$ cat config.mk
export PLATFORM = sky130hd
export DESIGN_NAME = ch_rr_arbiter
export DESIGN_NICKNAME = d
export VERILOG_FILES = /design/src/rtl/ch_rr_arbiter.sv
export SDC_FILE = /design/constraint.sdc
export NUM_CORES = 1
export LEC_CHECK = 0
export CAP_MARGIN = 20
export CORE_UTILIZATION = 30
export DETAILED_ROUTE_END_ITERATION = 7
export DONT_BUFFER_PORTS = 1
export GPL_TIMING_DRIVEN = 1
export MAX_ROUTING_LAYER = met4
export SLEW_MARGIN = 15
export SYNTH_ARGS = -nofsm -noshare
export SYNTH_HDL_FRONTEND = slang
export SYNTH_SLANG_ARGS = --single-unit
export TNS_END_PERCENT = 10
$ cat constraint.sdc
create_clock -name AXI_aclk -period 2.6 [get_ports AXI_aclk]
set_input_delay 0.52 -clock AXI_aclk [delete_from_list [all_inputs] [get_ports AXI_aclk]]
set_output_delay 0.52 -clock AXI_aclk [all_outputs]
set_load 0.1 [all_outputs]
$ cat src/rtl/ch_rr_arbiter.sv
// -----------------------------------------------------------------------------
// ch_rr_arbiter
//
// Round-robin channel arbiter. It sits between the read-side channel
// configuration FSM and the per-channel transfer engine. Newly activated
// channels are collected in a pending mask and handed to the engine one at a
// time. Each finished channel is reported with a one-cycle ch_done/ch_id pair.
//
// Optional feature: define ARB_TIMEOUT_EN to add an engine watchdog. A channel
// that stays in BUSY for TIMEOUT_CYCLES cycles is forced to complete with
// ch_err=1. Without the macro, ch_err is tied to 0 and BUSY waits forever.
//
// Ports:
//   AXI_aclk          rising-edge clock
//   AXI_areset        asynchronous, active-high reset
//   ActiveChannels    newly activated channel mask (qualified by validChannels)
//   validChannels     single-cycle qualifier for ActiveChannels
//   CPU_interrupt_end flushes the pending mask
//   eng_req           grant offered to the engine
//   eng_ch_id         channel being granted, stable while eng_req is high
//   eng_ack           engine accepts the grant
//   eng_done          engine finished the granted channel (used only in BUSY)
//   ch_id             id of the completed channel
//   ch_done           one-cycle completion pulse
//   ch_err            completion was caused by a timeout (qualified by ch_done)
//   pending           current pending mask
// -----------------------------------------------------------------------------
module ch_rr_arbiter #(
   parameter int NUM_CH         = 32,
   parameter int CH_ID_WIDTH    = 6,
   parameter int TIMEOUT_CYCLES = 1024
) (
   input  logic                   AXI_aclk,
   input  logic                   AXI_areset,
   input  logic [NUM_CH-1:0]      ActiveChannels,
   input  logic                   validChannels,
   input  logic                   CPU_interrupt_end,
   output logic                   eng_req,
   output logic [CH_ID_WIDTH-1:0] eng_ch_id,
   input  logic                   eng_ack,
   input  logic                   eng_done,
   output logic [CH_ID_WIDTH-1:0] ch_id,
   output logic                   ch_done,
   output logic                   ch_err,
   output logic [NUM_CH-1:0]      pending
);

   localparam logic [1:0] ST_IDLE = 2'd0;
   localparam logic [1:0] ST_REQ  = 2'd1;
   localparam logic [1:0] ST_BUSY = 2'd2;
   localparam logic [1:0] ST_DONE = 2'd3;

   // Reject parameter sets the id buses or the watchdog cannot represent.
   if (NUM_CH > (2 ** CH_ID_WIDTH) || TIMEOUT_CYCLES < 2) begin : g_param_check
      $error("ch_rr_arbiter: NUM_CH must fit in CH_ID_WIDTH and TIMEOUT_CYCLES must be >= 2");
   end

   logic [1:0]             state;
   logic [CH_ID_WIDTH-1:0] last;
   logic [CH_ID_WIDTH-1:0] winner;
   logic [NUM_CH-1:0]      pending_nxt;
   logic                   accept;

   assign accept = (state == ST_REQ) && eng_ack;

   // Round-robin pick: the lowest set bit above 'last' wins; if there is none,
   // the lowest set bit at or below 'last' wins (the wrap-around). Both scans
   // run from high to low, so the last match of each scan is the lowest
   // matching bit. The second scan runs later, so a match above 'last' beats
   // any wrapped match.
   // NOTE: every signal written in always_comb gets a default first, so no path leaves it unassigned and no latch is inferred.
   always_comb begin
      winner = '0;
      for (int k = NUM_CH - 1; k >= 0; k--) begin
         if (pending[k] && (CH_ID_WIDTH'(k) <= last)) winner = CH_ID_WIDTH'(k);
      end
      for (int k = NUM_CH - 1; k >= 0; k--) begin
         if (pending[k] && (CH_ID_WIDTH'(k) > last)) winner = CH_ID_WIDTH'(k);
      end
   end

   // Pending-mask priorities, lowest first: clear on acceptance, then set
   // (a reload in the same cycle re-queues the channel), then flush.
   always_comb begin
      pending_nxt = pending;
      if (accept) begin
         for (int k = 0; k < NUM_CH; k++) begin
            if (eng_ch_id == CH_ID_WIDTH'(k)) pending_nxt[k] = 1'b0;
         end
      end
      if (validChannels)     pending_nxt = pending_nxt | ActiveChannels;
      if (CPU_interrupt_end) pending_nxt = '0;
   end

`ifdef ARB_TIMEOUT_EN
   localparam int CNT_W = $clog2(TIMEOUT_CYCLES);

   logic [CNT_W-1:0] busy_cnt;
   logic             err_q;

   // NOTE: sequential state uses non-blocking assignments only, so every flop samples pre-edge values regardless of statement order.
   always_ff @(posedge AXI_aclk or posedge AXI_areset) begin
      if (AXI_areset) begin
         state     <= ST_IDLE;
         last      <= CH_ID_WIDTH'(NUM_CH - 1);
         pending   <= '0;
         eng_ch_id <= '0;
         ch_id     <= '0;
         busy_cnt  <= '0;
         err_q     <= 1'b0;
      end else begin
         pending <= pending_nxt;
         case (state)
            ST_IDLE: begin
               if ((pending != '0) && !CPU_interrupt_end) begin
                  eng_ch_id <= winner;
                  state     <= ST_REQ;
               end
            end
            ST_REQ: begin
               if (eng_ack) begin
                  last     <= eng_ch_id;
                  busy_cnt <= '0;
                  state    <= ST_BUSY;
               end
            end
            ST_BUSY: begin
               // A real completion in the last watchdog cycle wins over the timeout.
               if (eng_done) begin
                  ch_id <= eng_ch_id;
                  err_q <= 1'b0;
                  state <= ST_DONE;
               end else if (busy_cnt == CNT_W'(TIMEOUT_CYCLES - 1)) begin
                  ch_id <= eng_ch_id;
                  err_q <= 1'b1;
                  state <= ST_DONE;
               end else begin
                  busy_cnt <= busy_cnt + 1'b1;
               end
            end
            default: state <= ST_IDLE;
         endcase
      end
   end

   assign ch_err = (state == ST_DONE) && err_q;
`else
   // NOTE: sequential state uses non-blocking assignments only, so every flop samples pre-edge values regardless of statement order.
   always_ff @(posedge AXI_aclk or posedge AXI_areset) begin
      if (AXI_areset) begin
         state     <= ST_IDLE;
         last      <= CH_ID_WIDTH'(NUM_CH - 1);
         pending   <= '0;
         eng_ch_id <= '0;
         ch_id     <= '0;
      end else begin
         pending <= pending_nxt;
         case (state)
            ST_IDLE: begin
               if ((pending != '0) && !CPU_interrupt_end) begin
                  eng_ch_id <= winner;
                  state     <= ST_REQ;
               end
            end
            ST_REQ: begin
               if (eng_ack) begin
                  last  <= eng_ch_id;
                  state <= ST_BUSY;
               end
            end
            ST_BUSY: begin
               if (eng_done) begin
                  ch_id <= eng_ch_id;
                  state <= ST_DONE;
               end
            end
            default: state <= ST_IDLE;
         endcase
      end
   end

   assign ch_err = 1'b0;
`endif

   // Handshake outputs decode straight from the state register, so no input
   // reaches an output combinationally.
   assign eng_req = (state == ST_REQ);
   assign ch_done = (state == ST_DONE);

endmodule

==> summary.txt, run 1 <==
Status -> complete, no violations
Die Wd -> 121.1 um
Die area -> 14670 sq um
Peak VDD IR -> 0.4124 mV
CP cell instances -> buf_4, maj3_2, a311oi_4, o221a_2, a2bb2oi_1, o211ai_1, a31oi_1
Maximum clock path buffer count -> 2
Placed cell area -> 4815 sq um
Vias/cell -> 6.149
Initial Util -> 30.66%
Crit-path max FO -> 22
MaxCap Viol Count -> 0
Via Count -> 4790
1st-iter DRT viols -> 442
Final Skew -> 0.007686 ns
Post-cts resize count -> 0
Leakage -> 2.048 nW
Crit start category -> flip-flop
WP buf/inv -> 1
Number of placement rows -> 43
Hold_buf cts -> 0
WL/cell -> 21.62 um
H-Tree Depth -> 2
Ys flop type -> dfrtp_1
Synth Instances -> 560
Area Overhead vs Synth -> 17.35%
Die height -> 121.1 um
Normalized max-slew margin -> 32.68%
CTS tree -> done
Vias in the first global route -> 4509
Port-buffer cells -> 0
Clock transition at path regs -> 0.07 ns
EDFF count, synth -> 0
Final Cycle Share -> 95.14%
Final Critical Period -> 2.474 ns
DP HPWL -> 12870 um
CTS buffer count -> 5
DRT Pass-1 Iters -> 5
# DRC -> 0
Core region area -> 13880 sq um
Largest net degree at the start of global routing -> 50
Crit-path max cell delay -> 0.56 ns
Nets -> 640
Post-synthesis register bit count -> 49
Top Ports -> 85
Warnings, synthesis -> 0
Setup TNS -> 0 ns
Final Hold Vio Count -> 0
Hold Crit Class -> in -> async
Power Dens Cells -> 1138 nW/um^2
Final setup fails -> 0
RSZ-0062 raised after global routing -> no
DP Cell Count -> 771
Critical Path AT -> 2.68 ns
N_diodes -> 0
Worst skew pair latency -> 0.30 ns
Reg-to-reg slack, setup -> 0.13 ns
Async SR Flop Fraction -> 100.0%
Final instance area -> 4994 sq um
CTS root buf -> clkbuf_16
# clock sinks -> 49
Layout cells sized above 1 -> 21.54%
Fin cells -> 779
Max frequency -> 0.4043 GHz
Least-Margin Pin Slew -> 1.010 ns
Largest delay share family, worst path -> compound AO/OA/AOI/OAI gates
Post-CTS setup buffer count -> 0
Total detailed-routing wirelength -> 16840 um
Antenna violations before repair -> 0
All-Layer GR Usage -> 24.08%
First-pass GRT wire length -> 26160 um
Post-Synthesis Cell Area -> 4255 sq um
Crit Path Class -> reg -> reg
Post-synth cell types -> 79
Antenna viol nets, final -> 0
Seq/Total Area, Yosys -> 28.96%
Type of element capturing the critical path -> flip-flop
CP required -> 2.81 ns
RePlAce Congestion -> 1.031
Fill cell count -> 1495
Worst path slowest cell -> dfstp_4
Total gr overflow -> 0
Pins over their slew limit -> 0
Avg Synthesized Cell Area -> 7.599 sq um
[worst reg2reg max path: stages, from the launching register on]
cell and delay (ns):
dfstp_4 0.56, buf_4 0.21, maj3_2 0.32, a311oi_4 0.51, o221a_2 0.30, a2bb2oi_1 0.16
o211ai_1 0.14, a31oi_1 0.18
[per-stage QoR]
stage | hold WS [ns] | utilization, % | power (mW) | setup slack (ns)
after CTS | 0.1466 | 35.75 | 5.583 | 0.04648
after global routing | 0.1508 | 35.97 | 5.971 | 0.001453
after floorplan | 0.5669 | - | 3.959 | 0.06198
final | 0.1320 | 35.97 | 5.681 | 0.1264
after detailed placement | 0.4719 | 34.69 | 4.906 | 0.08775
after global placement | 0.4666 | 34.69 | 4.907 | -0.009234
[sequential cells by signal (all words and copies together) (netlist names)]
register	flops
ch_id	5
eng_ch_id	5
last	5
pending	32
state	2
[cell usage in the layout (no fill, tap or decap), types with 10 or more instances in the layout]
master and instances:
inv_1 18, nor2b_1 10, and3_1 10, nor3_1 10
a21oi_1 77, dfrtp_1 44, buf_4 75, o21ai_0 59
mux2_2 10, nand2_1 65, nand3_1 14, nor2_1 33
o211ai_1 11
[layout make-up]
cell class	count	area, sq um	area share, %
Inverter	19	71.32	1.428
Tap cell	180	225.2	4.510
Timing Repair Buffer	76	583.1	11.68
Clock inverter	3	22.52	0.4510
Sequential cell	49	1244	24.91
Clock buffer	5	125.1	2.506
Multi-Input combinational cell	447	2723	54.52
[synthesized netlist by cell type (all sizes together) (7+ instances only)]
cell type | number | share of area [%]
nor4 | 7 | 1.0
nor2b | 10 | 1.5
mux2 | 10 | 2.6
nor3 | 10 | 1.2
o21a | 8 | 1.4
inv | 19 | 1.7
dfrtp | 44 | 26
clkbuf | 20 | 1.8
nand3 | 14 | 1.6
and3 | 10 | 1.5
buf | 27 | 4.3
nor2 | 35 | 3.2
o211ai | 11 | 1.9
a21oi | 78 | 9.2
or2 | 10 | 1.5
nand2 | 65 | 5.7
o21ai | 63 | 7.4
o22ai | 9 | 1.6
[cell families after synthesis]
group	after synthesis	share of synthesized area, %
flops	49	28.96
fa+ha+maj	5	1.441
simple gates	186	21.70
other cells	1	0.08812
mux	12	3.117
compound gates	241	36.99
buf+inv	66	7.703
[worst paths after layout]
path	from	endpoint	cells past startpoint
max in group asynchronous	AXI_areset	last[3]$_DFFE_PP1P_	2
min	AXI_areset	pending[18]$_DFF_PP0_	2
max	last[0]$_DFFE_PP1P_	eng_ch_id[0]$_DFFE_PP0P_	7
min reg2reg	state[0]$_DFFE_PP0P_	state[0]$_DFFE_PP0P_	2
min in group AXI_aclk	CPU_interrupt_end	pending[13]$_DFF_PP0_	1
max reg2reg	last[0]$_DFFE_PP1P_	eng_ch_id[0]$_DFFE_PP0P_	7
[power by group]
group / internal (mW) / switching [mW] / leakage [nW]
clock: 0.357 / 0.304 / 0.0621
sequential: 0.970 / 0.689 / 0.620
combinational: 1.12 / 2.24 / 1.37
[metal layers]
layer	global-route usage [%]	vias to the layer above	routed length, um
met2	35.82	264	7518
met3	4.417	43	1470
li1	-	2152	-
met4	8.642	0	506
met5	-	-	0
met1	32.55	2331	7348
Note: power is estimated with default switching activity, not from simulation.
==> inputs of run 2 (changes only) <==
Settings changed: REMOVE_ABC_BUFFERS from default to 1.
==> run 2 against run 1 <==
Effect of this change:
- non-clock buffer count decreased by 7
- sequential share of layout area grew 0.23 points
- total power is 1.8% higher
- register-to-register slack got worse by 0.08 ns
- largest power group unchanged
==> summary.txt, run 2 (same netlist as run 1, synthesis figures left out) <==
Status -> complete, no violations
Port-buffer cells -> 0
Commonest non-fill, non-tap cells in the layout -> a21oi_1 (77), buf_4 (69), nand2_1 (64)
Final Cycle Share -> 98.09%
Register area -> 1251 sq um
Multi-input gate area -> 2741 sq um
Normalized max-slew margin -> 39.16%
CP required -> 2.75 ns
Total gr overflow -> 0
Number of placement rows -> 43
Crit start category -> flip-flop
First-pass GRT wire length -> 26600 um
All-Layer GR Usage -> 24.53%
Nets -> 633
Die Wd -> 121.1 um
Hold_buf cts -> 0
Largest register by flop count -> pending
Clock transition at path regs -> 0.07 ns
DP HPWL -> 13230 um
Total detailed-routing wirelength -> 17120 um
Area Overhead vs Synth -> 16.99%
N_diodes -> 0
Crit-path max FO -> 18
RePlAce Congestion -> 0.9467
Least-Margin Pin Slew -> 0.9126 ns
1st-iter DRT viols -> 524
Die height -> 121.1 um
Type of element capturing the critical path -> flip-flop
Antenna violations before repair -> 0
Final Critical Period -> 2.550 ns
Die area -> 14670 sq um
Setup WS pre-CTS -> -0.1231 ns
Peak VDD IR -> 0.3618 mV
Reg-to-reg slack, setup -> 0.05 ns
Crit Path Class -> reg -> reg
Post-CTS setup buffer count -> 0
Antenna viol nets, final -> 0
# clock sinks -> 49
Final Hold Vio Count -> 0
Critical Path AT -> 2.70 ns
H-Tree Depth -> 2
Layout cells sized above 1 -> 21.45%
Vias/cell -> 6.137
Fill cell count -> 1478
Final setup fails -> 0
Top Ports -> 85
Tot Pwr -> 5.786 mW
WHS -> 0.08312 ns
Core region area -> 13880 sq um
Maximum clock path buffer count -> 2
# DRC -> 0
Final worst slack -> 0.04977 ns
CTS tree -> done
Final instance area -> 4979 sq um
Commonest non-fill, non-tap cell in the layout -> a21oi_1
DRT Pass-1 Iters -> 5
Initial Util -> 30.66%
Placed cell area -> 4750 sq um
MaxCap Viol Count -> 0
CTS root buf -> clkbuf_16
Number of flip-flops in the largest register -> 32
Power Dens Cells -> 1162 nW/um^2
Via Count -> 4738
Worst skew pair latency -> 0.30 ns
RSZ-0062 raised after global routing -> yes
Max frequency -> 0.3921 GHz
CTS buffer count -> 5
Setup TNS -> 0 ns
Final Skew -> 0.007844 ns
Leakage -> 2.033 nW
Pins over their slew limit -> 0
WL/cell -> 22.18 um
Vias in the first global route -> 4654
Largest net degree at the start of global routing -> 34
Hold Crit Class -> in -> async
run 2: metrics by stage:
step                instances  util (%)
global route              772     35.87
finish                    772     35.87
floorplan                 515         -
detailed placement        764     34.22
global placement          764     34.22
CTS                       772     35.56
run 2: power by group:
| part | leakage (nW) | internal [mW] | switching (mW) |
|---|---|---|---|
| combinational | 1.33 | 1.11 | 2.22 |
| clock | 0.0800 | 0.455 | 0.292 |
| sequential | 0.621 | 0.980 | 0.730 |
run 2: timing repair:
action                     4_1_cts  5_1_grt
setup endpoints to repair        2        3
hold endpoints to repair         0        0
gates resized for setup          4        9
run 2: routing by layer:
layer / wire length [um] / vias up / GRT usage [%]
met4: 418 / 0 / 8.410
met5: 0 / - / -
met3: 1476 / 38 / 5.404
met1: 7342 / 2321 / 31.66
li1: - / 2123 / -
met2: 7883 / 256 / 37.82
run 2: final timing paths:
kind	from	endpoint	cells past startpoint
min	AXI_areset	ch_id[4]$_DFFE_PP0P_	1
max	last[3]$_DFFE_PP1P_	eng_ch_id[0]$_DFFE_PP0P_	8
min reg2reg	state[0]$_DFFE_PP0P_	state[0]$_DFFE_PP0P_	2
min in group AXI_aclk	CPU_interrupt_end	pending[15]$_DFF_PP0_	1
max in group asynchronous	AXI_areset	pending[14]$_DFF_PP0_	2
max reg2reg	last[3]$_DFFE_PP1P_	eng_ch_id[0]$_DFFE_PP0P_	8
run 2: worst max-delay path, stage by stage, from the launching register on:
cell and delay [ns]:
dfstp_4 0.74, buf_4 0.27, inv_1 0.21, a21oi_4 0.25, nor2b_1 0.07, o31ai_1 0.35
nand4_1 0.13, o211ai_1 0.25, a31oi_1 0.14
run 2: cell type report:
| class | count | share of cell area [%] |
|---|---|---|
| timing repair buffer | 69 | 10.40 |
| clock inverter | 3 | 0.9299 |
| multi-input combinational | 447 | 55.06 |
| tap | 180 | 4.524 |
| clock buffer | 5 | 2.513 |
| inverter | 19 | 1.433 |
| sequential | 49 | 25.13 |
